`src/rtl/pe_pkg.sv`:
```
// rtl/pe_pkg.sv - shared types and constants for the restoring divider
package pe_pkg;

    localparam int DEFAULT_WIDTH = 8;

    typedef enum logic [1:0] {
        ST_IDLE = 2'd0,
        ST_CALC = 2'd1,
        ST_DONE = 2'd2
    } state_t;

endpackage

```
`src/rtl/pe_sub_step.sv`:
```
// rtl/pe_sub_step.sv - combinational trial subtraction for one restoring step
module pe_sub_step #(
    parameter int W = 9
) (
    input  logic [W-1:0] minuend,
    input  logic [W-1:0] subtrahend,
    output logic [W-1:0] diff,
    output logic         borrow
);

    // Extra MSB of the widened subtraction is the borrow out
    assign {borrow, diff} = {1'b0, minuend} - {1'b0, subtrahend};

endmodule

```
`src/rtl/pe_divider.sv`:
```
// rtl/pe_divider.sv - unsigned restoring divider, one quotient bit per cycle
module pe_divider
    import pe_pkg::*;
#(
    parameter int WIDTH = DEFAULT_WIDTH
) (
    input  logic             clk,
    input  logic             rst_n,
    input  logic             in_valid,
    output logic             in_ready,
    input  logic [WIDTH-1:0] dividend,
    input  logic [WIDTH-1:0] divisor,
    output logic             out_valid,
    input  logic             out_ready,
    output logic [WIDTH-1:0] quotient,
    output logic [WIDTH-1:0] remainder,
    output logic             div_by_zero
);

    localparam int CW = $clog2(WIDTH + 1);

    state_t           state;
    logic [CW-1:0]    count;
    logic [WIDTH-1:0] rem_q;
    logic [WIDTH-1:0] quo_q;
    logic [WIDTH-1:0] divisor_q;
    logic             zero_q;

    logic [WIDTH:0]   partial;
    logic [WIDTH:0]   diff;
    logic             borrow;
    logic [WIDTH-1:0] rem_step;
    logic [WIDTH-1:0] quo_step;
    logic             diff_msb_unused;

    // quo_q starts as the dividend and shifts left: its MSB feeds the partial
    // remainder while quotient bits enter at the LSB
    assign partial = {rem_q, quo_q[WIDTH-1]};

    pe_sub_step #(
        .W(WIDTH + 1)
    ) u_sub_step (
        .minuend   (partial),
        .subtrahend({1'b0, divisor_q}),
        .diff      (diff),
        .borrow    (borrow)
    );

    // A kept difference is always below the divisor, so its MSB is never needed
    assign diff_msb_unused = diff[WIDTH];
    assign rem_step        = borrow ? partial[WIDTH-1:0] : diff[WIDTH-1:0];
    assign quo_step        = {quo_q[WIDTH-2:0], ~borrow};

    // FSM, step counter, shift/restore registers and registered outputs
    always_ff @(posedge clk or negedge rst_n) begin
        if (!rst_n) begin
            state       <= ST_IDLE;
            in_ready    <= 1'b1;
            out_valid   <= 1'b0;
            count       <= '0;
            rem_q       <= '0;
            quo_q       <= '0;
            divisor_q   <= '0;
            zero_q      <= 1'b0;
            quotient    <= '0;
            remainder   <= '0;
            div_by_zero <= 1'b0;
        end else begin
            case (state)
                ST_IDLE: begin
                    if (in_valid) begin
                        state     <= ST_CALC;
                        in_ready  <= 1'b0;
                        divisor_q <= divisor;
                        if (divisor == '0) begin
                            // No steps: the result is preloaded and emerges one edge later
                            zero_q <= 1'b1;
                            count  <= '0;
                            rem_q  <= dividend;
                            quo_q  <= '1;
                        end else begin
                            zero_q <= 1'b0;
                            count  <= CW'(WIDTH);
                            rem_q  <= '0;
                            quo_q  <= dividend;
                        end
                    end
                end
                ST_CALC: begin
                    if (count != '0) begin
                        rem_q <= rem_step;
                        quo_q <= quo_step;
                        count <= count - CW'(1);
                    end else begin
                        state       <= ST_DONE;
                        out_valid   <= 1'b1;
                        quotient    <= quo_q;
                        remainder   <= rem_q;
                        div_by_zero <= zero_q;
                    end
                end
                ST_DONE: begin
                    if (out_ready) begin
                        state     <= ST_IDLE;
                        out_valid <= 1'b0;
                        in_ready  <= 1'b1;
                    end
                end
                default: begin
                    state     <= ST_IDLE;
                    in_ready  <= 1'b1;
                    out_valid <= 1'b0;
                end
            endcase
        end
    end

endmodule

```
`config.mk`:
```
export PLATFORM = sky130hd
export DESIGN_NAME = pe_divider
export DESIGN_NICKNAME = d
export VERILOG_FILES = /design/src/rtl/pe_pkg.sv /design/src/rtl/pe_sub_step.sv /design/src/rtl/pe_divider.sv
export SDC_FILE = /design/constraint.sdc
export NUM_CORES = 1
export LEC_CHECK = 0
export BUFFER_PORTS_ARGS = -buffer_cell sky130_fd_sc_hd__clkbuf_2
export CAP_MARGIN = 20
export CORE_UTILIZATION = 35
export CTS_CLUSTER_DIAMETER = 100
export DETAILED_ROUTE_END_ITERATION = 7
export GPL_TIMING_DRIVEN = 0
export PLACE_DENSITY = 0.63
export SYNTH_ARGS = -nofsm -noshare
export SYNTH_HDL_FRONTEND = slang
export SYNTH_SLANG_ARGS = --single-unit
```
`constraint.sdc`:
```
create_clock -name clk -period 4.1 [get_ports clk]
set_input_delay 0.615 -clock clk [delete_from_list [all_inputs] [get_ports clk]]
set_output_delay 0.615 -clock clk [all_outputs]
set_load 0.01 [all_outputs]
```
==> results of run 1 <==
==> flip-flops by register name (all words and copies together) (netlist names) <==
signal / flops
rem_q: 8
div_by_zero: 1
quotient: 8
out_valid: 1
divisor_q: 8
quo_q: 8
count: 4
state: 2
remainder: 8
zero_q: 1
in_ready: 1
==> worst max-delay path, stage by stage (launching register included) <==
cell	delay, ns
dfrtp_1	0.39
inv_1	0.13
ha_1	0.18
inv_1	0.05
fa_1	0.43
a211oi_1	0.32
o21bai_1	0.15
a21oi_1	0.19
xor2_1	0.09
o31ai_1	0.22
==> layout make-up <==
class,instances,area [um2]
fillers,691,3924
multi-input cells,169,1165
clock buffers,5,68.82
plain buffers,6,32.53
flip-flops and latches,50,1252
clock inverters,3,40.04
well taps,96,120.1
inverters,15,56.30
repair buffers,39,210.2
==> metal layers <==
metal	share of wire [%]	vias up	global-route usage [%]	wire length (um)
met1	51	942	23.04	2747
met5	0	-	0	0
met3	4.0	6	4.095	216
met2	44	43	24.46	2338
met4	1.2	0	5.000	67
li1	-	959	-	-
==> power groups by stage <==
| stage | clock, mW | sequential, mW | combinational (mW) |
|---|---|---|---|
| after floorplan | 0 | 0.888 | 1.04 |
| after global placement | 0 | 0.886 | 1.38 |
| after detailed placement | 0 | 0.892 | 1.41 |
| after CTS | 0.357 | 0.882 | 1.42 |
| after global routing | 0.375 | 0.920 | 1.60 |
| final | 0.346 | 0.882 | 1.41 |
==> kinds of logic after synthesis <==
logic type                 synth area share (%)
xor gates and xnor gates                  1.398
muxes                                     8.487
DFF                                       49.98
and+or+nand+nor                           12.58
adders and majority gates                 5.292
AOI/OAI and AO/OA                         18.72
buffers and inverters                     3.544
==> final timing paths <==
path	cells after the start	slack (ns)	endpoint	startpoint
setup / recovery	9	1.86	rem_q[6]$_DFFE_PN0P_	quo_q[7]$_DFFE_PN0P_
hold / removal	1	0.31	remainder[5]$_DFFE_PN0P_	rst_n
setup reg to reg	9	1.86	rem_q[6]$_DFFE_PN0P_	quo_q[7]$_DFFE_PN0P_
hold reg to reg	2	0.49	divisor_q[0]$_DFFE_PN0P_	divisor_q[0]$_DFFE_PN0P_
max in group asynchronous	2	3.22	quo_q[0]$_DFFE_PN0P_	rst_n
min in group clk	2	0.49	divisor_q[0]$_DFFE_PN0P_	divisor_q[0]$_DFFE_PN0P_
==> synth_stat cells (2+ instances only) <==
cell type   n
o31a_1      2
o31ai_1     3
a21o_1      3
a221oi_1    3
o21ai_0    28
mux2_2     18
dfrtp_1    49
or2_2       2
a22oi_1     5
o221ai_1    4
ha_1        9
nor2b_1     2
and2_1      3
o22ai_1     9
clkbuf_1    2
o211ai_1    2
a21oi_1     9
inv_1      14
xor2_1      3
nor2_1     12
nand3_1     2
nor4_1      2
buf_2       2
buf_4       2
nand2b_1    2
nand2_1    30
==> results.json, run 1 <==
{
  "p_leak_nw": 1.370,
  "p_clk_share_pct": 13.1,
  "maxCapViolCount": 0,
  "finalWirelength_mm": 5.369,
  "skew_ns": 0.006782,
  "critPathLaunchType": "flop",
  "drive_gt1_share_pct": 27.53,
  "grt_pass1_vias": 1881,
  "swShare_pct": 42.72,
  "post_cts_buffers": 0,
  "drt_pass1_iterations": 4,
  "ys_seq_elements": 50,
  "critPathMaxFanout": 3,
  "period_needed_ns": 2.236,
  "wl_per_cell_um": 14.02,
  "area_delta_synth_final_pct": 17.52,
  "min_path_type": "primary input to asynchronous set/reset pin",
  "rows": 30,
  "synth_cell_type_count": 44,
  "final_nets": 316,
  "endpoint_kind": "flop",
  "slew_headroom_pct": 58.13,
  "p_int_mw": 1.512,
  "ctsResizeCount": 0,
  "rsz0062_at_grt": "no",
  "clkSinkCount": 50,
  "cts_made_buffers": 5,
  "maxSlewViolCount": 0,
  "die_w_um": 86.62,
  "final_common_cell": "dfrtp_1",
  "routed_via_density": 5.091,
  "seq_area_frac_synth_pct": 49.98,
  "synthesis.nets": 270,
  "whs_ns": 0.3064,
  "first_iter_violations": 67,
  "cts_tree": "built",
  "utilization_pct": 42.88,
  "start_util_pct": 36.48,
  "mostFrequentLayoutCells": "dfrtp_1, clkbuf_2, nand2_1, o21ai_0, mux2_2",
  "fmax_mhz": 447.3,
  "dp.cells": 375,
  "p_seq_share_pct": 33.4,
  "h-tree-depth": 2,
  "yosysWarningCount": 0,
  "grt_max_degree": 28,
  "p_switching_mw": 1.127,
  "cts_buffer_depth": 2,
  "avgSynthCellArea_um2": 10.44,
  "core_area_um2": 6869,
  "grt_usage_pct": 16.26,
  "critPathKind": "flop to flop",
  "gp_congestion": 0.8323,
  "n_antenna_cell": 0,
  "tightestPinTransition_ns": 0.6281,
  "synth_top_cell_area_share_pct": 48.93,
  "io_pins": 39,
  "syn_area_um2": 2506,
  "synthFlopType": "dfrtp_1",
  "place_ws_ns": 1.894,
  "portBuffers": 38,
  "final_hold_viol_count": 0,
  "synthArstFlopShare_pct": 100.0,
  "layout.cells.non_filler": 383,
  "antenna_found_initial": 0,
  "drc": 0,
  "comb_power_share_pct": 53.5,
  "cp.required_ns": 4.32,
  "setup_viol": 0,
  "synth_edf_count": 0,
  "worst_slack_ns": 1.864,
  "grt_first_pass_wirelength_mm": 9.308,
  "post-dp-hpwl_mm": 4.093,
  "yosys-top-cells-area": "dfrtp_1, mux2_2, o21ai_0",
  "tns_ns": 0,
  "dieHeight_um": 86.62,
  "postLayoutCellArea_um2": 2945,
  "postCtsHoldBufs": 0,
  "arrival_ns": 2.46,
  "grt-ovfl-total": 0,
  "insertion_delay_ns": 0.31,
  "die_area_um2": 7503,
  "syn_inst": 240,
  "dr_total_vias": 1950,
  "layout_worst_path_cycle_share_pct": 54.53,
  "vdd.ir_drop.worst_mv": 0.3822,
  "run_status": "completed",
  "synth_area_leader_cell": "dfrtp_1",
  "ant_nets": 0,
  "placed_area_um2": 2836,
  "cts_root_buf": "clkbuf_8",
  "p_total_mw": 2.639,
  "powerDensity_nw_per_um2": 895.9,
  "clk_pin_slew_ns": 0.09
}
No activity file was read; power rests on OpenSTA's default activity.
==> run 2: changes to the inputs <==
--- a/config.mk
+++ b/config.mk
@@ -11,7 +11,7 @@
 export CTS_CLUSTER_DIAMETER = 100
 export DETAILED_ROUTE_END_ITERATION = 7
 export GPL_TIMING_DRIVEN = 0
-export PLACE_DENSITY = 0.63
+export PLACE_DENSITY = 0.65
 export SYNTH_ARGS = -nofsm -noshare
 export SYNTH_HDL_FRONTEND = slang
 export SYNTH_SLANG_ARGS = --single-unit
==> constraint.sdc (replaced) <==
create_clock -name clk -period 2 [get_ports clk]
set_input_delay 0.3 -clock clk [delete_from_list [all_inputs] [get_ports clk]]
set_output_delay 0.3 -clock clk [all_outputs]
set_load 0.01 [all_outputs]
==> results.json, run 2 (synthesized netlist as in run 1, its figures left out) <==
{
  "min_path_type": "primary input to flop",
  "dp.cells": 375,
  "powerDensity_nw_per_um2": 1936,
  "critPathTopFamily": "compound AO/OA/AOI/OAI gates",
  "worst_slack_ns": -0.04428,
  "endpoint_kind": "flop",
  "cp.required_ns": 2.22,
  "core_area_um2": 6869,
  "drc": 0,
  "tightestPinTransition_ns": 0.5757,
  "portBuffers": 38,
  "die_area_um2": 7503,
  "final_hold_viol_count": 0,
  "rsz0062_at_grt": "yes",
  "final_nets": 325,
  "comb_power_share_pct": 58.6,
  "p_clk_share_pct": 11.7,
  "place_ws_ns": -0.1893,
  "p_switching_mw": 2.641,
  "drive_gt1_share_pct": 37.84,
  "die_w_um": 86.62,
  "clk_pin_slew_ns": 0.09,
  "run_status": "complete, but fails checks",
  "cts_made_buffers": 5,
  "cp_num_buf_inv": 2,
  "period_needed_ns": 2.044,
  "path_cells": "inv_2 > ha_4 > inv_2 > fa_2 > a211oi_2 > o21bai_1 > a21oi_1 > xor2_1 > o31ai_1",
  "area_delta_synth_final_pct": 27.61,
  "grtUsageMet2_pct": 24.24,
  "clkSinkCount": 50,
  "vdd.ir_drop.worst_mv": 1.012,
  "maxCapViolCount": 0,
  "dr_total_vias": 2004,
  "grt_usage_pct": 16.11,
  "grt_util_met1_pct": 22.56,
  "slowest_delay_ns": 0.41,
  "layout_worst_path_cycle_share_pct": 102.2,
  "gp_congestion": 0.8373,
  "p_int_mw": 3.550,
  "p_leak_nw": 1.423,
  "antenna_found_initial": 0,
  "finalWirelength_mm": 5.768,
  "start_util_pct": 36.48,
  "grt-ovfl-total": 0,
  "p_seq_share_pct": 29.7,
  "first_iter_violations": 116,
  "cts_tree": "built",
  "fmax_mhz": 489.2,
  "met3_usage_pct": 4.190,
  "dieHeight_um": 86.62,
  "cts_buffer_depth": 2,
  "wl_per_cell_um": 14.71,
  "grt_max_degree": 32,
  "post-dp-hpwl_mm": 4.056,
  "final_common_cell": "dfrtp_1",
  "grt_first_pass_wirelength_mm": 9.108,
  "layout.cells.non_filler": 392,
  "slew_headroom_pct": 61.45,
  "swShare_pct": 42.66,
  "critPathKind": "flop to flop",
  "violations": "negative setup slack",
  "mostFrequentLayoutCells": "dfrtp_1, clkbuf_2, nand2_1, o21ai_0, mux2_2",
  "arrival_ns": 2.27,
  "critPathLaunchType": "flop",
  "cts_root_buf": "clkbuf_8",
  "crit_slowest_cell": "fa_2",
  "rows": 30,
  "maxSlewViolCount": 0,
  "drt_pass1_iterations": 4,
  "grt_pass1_vias": 1849,
  "utilization_pct": 46.56,
  "grt_busiest_layer": "met2",
  "cp_common_cell": "inv_2",
  "h-tree-depth": 2,
  "ant_nets": 0,
  "critPathMaxFanout": 3,
  "tns_ns": -0.04428,
  "insertion_delay_ns": 0.32,
  "setup_viol": 1,
  "skew_ns": 0.01027,
  "p_total_mw": 6.191,
  "n_antenna_cell": 0,
  "routed_via_density": 5.112,
  "io_pins": 39
}
-- run 2: changes by cell type in the layout (fill, tap and decap cells not counted), moves of 3 or more --
| cell | delta |
|---|---|
| buf_4 | +9 |
| inv_1 | -3 |
| ha_1 | -7 |
| dfrtp_1 | -5 |
| inv_2 | +3 |
| dfrtp_2 | +5 |
| ha_4 | +7 |
| a21oi_1 | -3 |
-- run 2: final cells by class --
class,count,area (um2)
well taps,96,120.1
repair buffers,48,284.0
multi-input cells,169,1331
flip-flops and latches,50,1259
inverters,15,56.30
plain buffers,6,37.54
fillers,654,3671
clock inverters,2,37.54
clock buffers,6,72.57
-- run 2: per-stage QoR --
step	area, um2	hold WS, ns
after floorplan	2506	0.004409
after global placement	2816	0.4688
after detailed placement	2836	0.2993
after CTS	3023	0.2028
after global routing	3198	0.2058
final	3198	0.2057
-- run 2: what timing repair did --
action,CTS,global route
hold endpoints to repair,18,0
resized for setup,11,28
hold buffers,1,0
pin swaps,5,14
setup endpoints to repair,16,17
setup buffers,5,3
-- run 2: power groups by stage --
stage / combinational (mW) / clock, mW / sequential (mW)
floorplan: 2.14 / 0 / 1.82
CTS: 3.14 / 0.742 / 1.80
global placement: 2.83 / 0 / 1.81
detailed placement: 2.90 / 0 / 1.83
finish: 3.63 / 0.724 / 1.84
global route: 3.98 / 0.790 / 1.91
-- run 2: path summary, 6_finish.rpt --
path,startpoint,endpoint,slack (ns),cells after the start
max reg2reg,quo_q[7]$_DFFE_PN0P_,rem_q[6]$_DFFE_PN0P_,-0.04,9
max,quo_q[7]$_DFFE_PN0P_,rem_q[6]$_DFFE_PN0P_,-0.04,9
min in group asynchronous,rst_n,remainder[5]$_DFFE_PN0P_,0.49,2
min reg2reg,zero_q$_DFFE_PN0P_,zero_q$_DFFE_PN0P_,0.50,2
max in group asynchronous,rst_n,rem_q[0]$_DFFE_PN0P_,0.95,3
min,divisor[0],divisor_q[0]$_DFFE_PN0P_,0.21,3
-- run 2: routing by layer --
layer	routed length (um)	vias to the layer above
met5	0	-
met4	74	0
met3	254	7
met2	2712	39
met1	2726	987
li1	-	971
-- run 2: worst reg2reg max path, stage by stage, from the launching register on --
cell	delay [ns]
dfrtp_1	0.39
inv_2	0.10
ha_4	0.14
inv_2	0.04
fa_2	0.41
a211oi_2	0.26
o21bai_1	0.11
a21oi_1	0.17
xor2_1	0.09
o31ai_1	0.25
==> run 3: changes to the inputs <==
--- a/config.mk
+++ b/config.mk
@@ -7,10 +7,10 @@
 export LEC_CHECK = 0
 export BUFFER_PORTS_ARGS = -buffer_cell sky130_fd_sc_hd__clkbuf_2
 export CAP_MARGIN = 20
+export CORE_MARGIN = 4
 export CORE_UTILIZATION = 35
 export CTS_CLUSTER_DIAMETER = 100
 export DETAILED_ROUTE_END_ITERATION = 7
-export GPL_TIMING_DRIVEN = 0
 export PLACE_DENSITY = 0.65
 export SYNTH_ARGS = -nofsm -noshare
 export SYNTH_HDL_FRONTEND = slang
==> results.json, run 3 (synthesized netlist as in run 1, its figures left out) <==
{
  "run_status": "completed",
  "routed_via_density": 5.044,
  "tightestPinTransition_ns": 0.4973,
  "portBuffers": 38,
  "clk_pin_slew_ns": 0.09,
  "die_area_um2": 8578,
  "cts_tree": "built",
  "area_delta_synth_final_pct": 30.60,
  "final_nets": 338,
  "fmax_mhz": 502.1,
  "rsz0062_at_grt": "yes",
  "cts_root_buf": "clkbuf_8",
  "drt_pass1_iterations": 4,
  "core_area_um2": 6869,
  "cts_made_buffers": 5,
  "min_path_type": "primary input to flop",
  "placed_area_um2": 2974,
  "h-tree-depth": 2,
  "cts_buffer_depth": 2,
  "die_w_um": 92.62,
  "gp_congestion": 0.8618,
  "final_hold_viol_count": 0,
  "first_iter_violations": 85,
  "maxSlewViolCount": 0,
  "wl_per_cell_um": 14.69,
  "critPathLaunchType": "flop",
  "ant_nets": 0,
  "insertion_delay_ns": 0.31,
  "final_common_cell": "dfrtp_1",
  "finalWirelength_mm": 5.948,
  "period_needed_ns": 1.992,
  "layout_worst_path_cycle_share_pct": 99.58,
  "slowest_delay_ns": 0.41,
  "slew_headroom_pct": 66.85,
  "endpoint_kind": "flop",
  "n_antenna_cell": 0,
  "io_pins": 39,
  "start_util_pct": 36.48,
  "clkSinkCount": 50,
  "powerDensity_nw_per_um2": 1946,
  "p_leak_nw": 1.496,
  "rows": 30,
  "place_ws_ns": -0.01136,
  "skew_ns": 0.007699,
  "antenna_found_initial": 0,
  "p_total_mw": 6.369,
  "grt_usage_pct": 14.68,
  "layout.cells.non_filler": 405,
  "grt-ovfl-total": 0,
  "dp.cells": 390,
  "critPathKind": "flop to flop",
  "dr_total_vias": 2043,
  "mostFrequentLayoutCells": "dfrtp_1, clkbuf_2, nand2_1, buf_4, o21ai_0",
  "maxCapViolCount": 0,
  "drive_gt1_share_pct": 41.42,
  "dieHeight_um": 92.62,
  "whs_ns": 0.2121,
  "crit_slowest_cell": "dfrtp_1",
  "postLayoutCellArea_um2": 3273,
  "path_cells": "ha_1 > nor2b_1 > o31a_1 > a21oi_2 > buf_4 > mux2i_4 > o21ai_2",
  "grt_max_degree": 33,
  "grt_pass1_vias": 2036,
  "vdd.ir_drop.worst_mv": 0.7526,
  "critPathMaxFanout": 6,
  "post-dp-hpwl_mm": 4.474,
  "setup_viol": 0,
  "arrival_ns": 2.19,
  "cp.required_ns": 2.20,
  "worst_slack_ns": 0.008486,
  "drc": 0,
  "grt_first_pass_wirelength_mm": 9.991
}
## run 3: changes by cell type in the layout (fill, tap and decap cells not counted), sizes merged
cell | before | now
clkinv | 0 | 1
buf | 13 | 28
inv | 15 | 16
clkbuf | 46 | 43
bufinv | 1 | 0
## run 3: worst max-delay path: cells and delay by family, from the launching register on
family                     cells  cell delay (ns)
muxes                          1             0.22
buffers and inverters          1             0.15
AOI/OAI and AO/OA              3             0.68
and+or+nand+nor                1             0.14
DFF                            1             0.41
adders and majority gates      1             0.29
## run 3: per-layer routing
layer	share of wire, %	GRT usage (%)
met3	4.4	3.331
met2	48	22.36
met1	46	20.64
met5	0	0
met4	1.9	4.884
## run 3: what timing repair did
item	CTS	global route
buffers inserted	0	6
pin swaps	0	18
resized for setup	3	33
endpoints found under the hold margin	18	0
endpoints found under the setup margin	3	9
hold buffers	1	0
## run 3: area by class of cell
| class | instances | area (um2) |
|---|---|---|
| timing repair buffer | 67 | 435.4 |
| multi-input combinational | 169 | 1315 |
| clock inverter | 3 | 25.02 |
| sequential | 50 | 1252 |
| inverter | 15 | 56.30 |
| fill | 652 | 3596 |
| tap | 96 | 120.1 |
| clock buffer | 5 | 68.82 |
## run 3: path summary, 6_finish.rpt
kind / end / start / cells past startpoint / slack (ns)
max: rem_q[1]$_DFFE_PN0P_ / rem_q[0]$_DFFE_PN0P_ / 7 / 0.008
min: divisor_q[3]$_DFFE_PN0P_ / divisor[3] / 3 / 0.21
max reg2reg: rem_q[1]$_DFFE_PN0P_ / rem_q[0]$_DFFE_PN0P_ / 7 / 0.008
min reg2reg: quotient[4]$_DFFE_PN0P_ / quotient[4]$_DFFE_PN0P_ / 1 / 0.51
max in group asynchronous: in_ready$_DFFE_PN1P_ / rst_n / 3 / 0.91
min in group asynchronous: rem_q[7]$_DFFE_PN0P_ / rst_n / 2 / 0.49
## run 3: through the flow
stage / setup TNS (ns) / util, %
after floorplan: 0 / -
after global placement: -0.01544 / 43.30
after detailed placement: -0.02141 / 43.30
after CTS: 0 / 45.03
after global routing: -0.3430 / 47.65
final: 0 / 47.65
## run 3: power breakdown
part	total, mW	leakage [nW]	switching (mW)	internal, mW
clock	0.621	0.0447	0.368	0.253
combinational	3.96	0.829	2.08	1.89
sequential	1.78	0.623	0.301	1.48
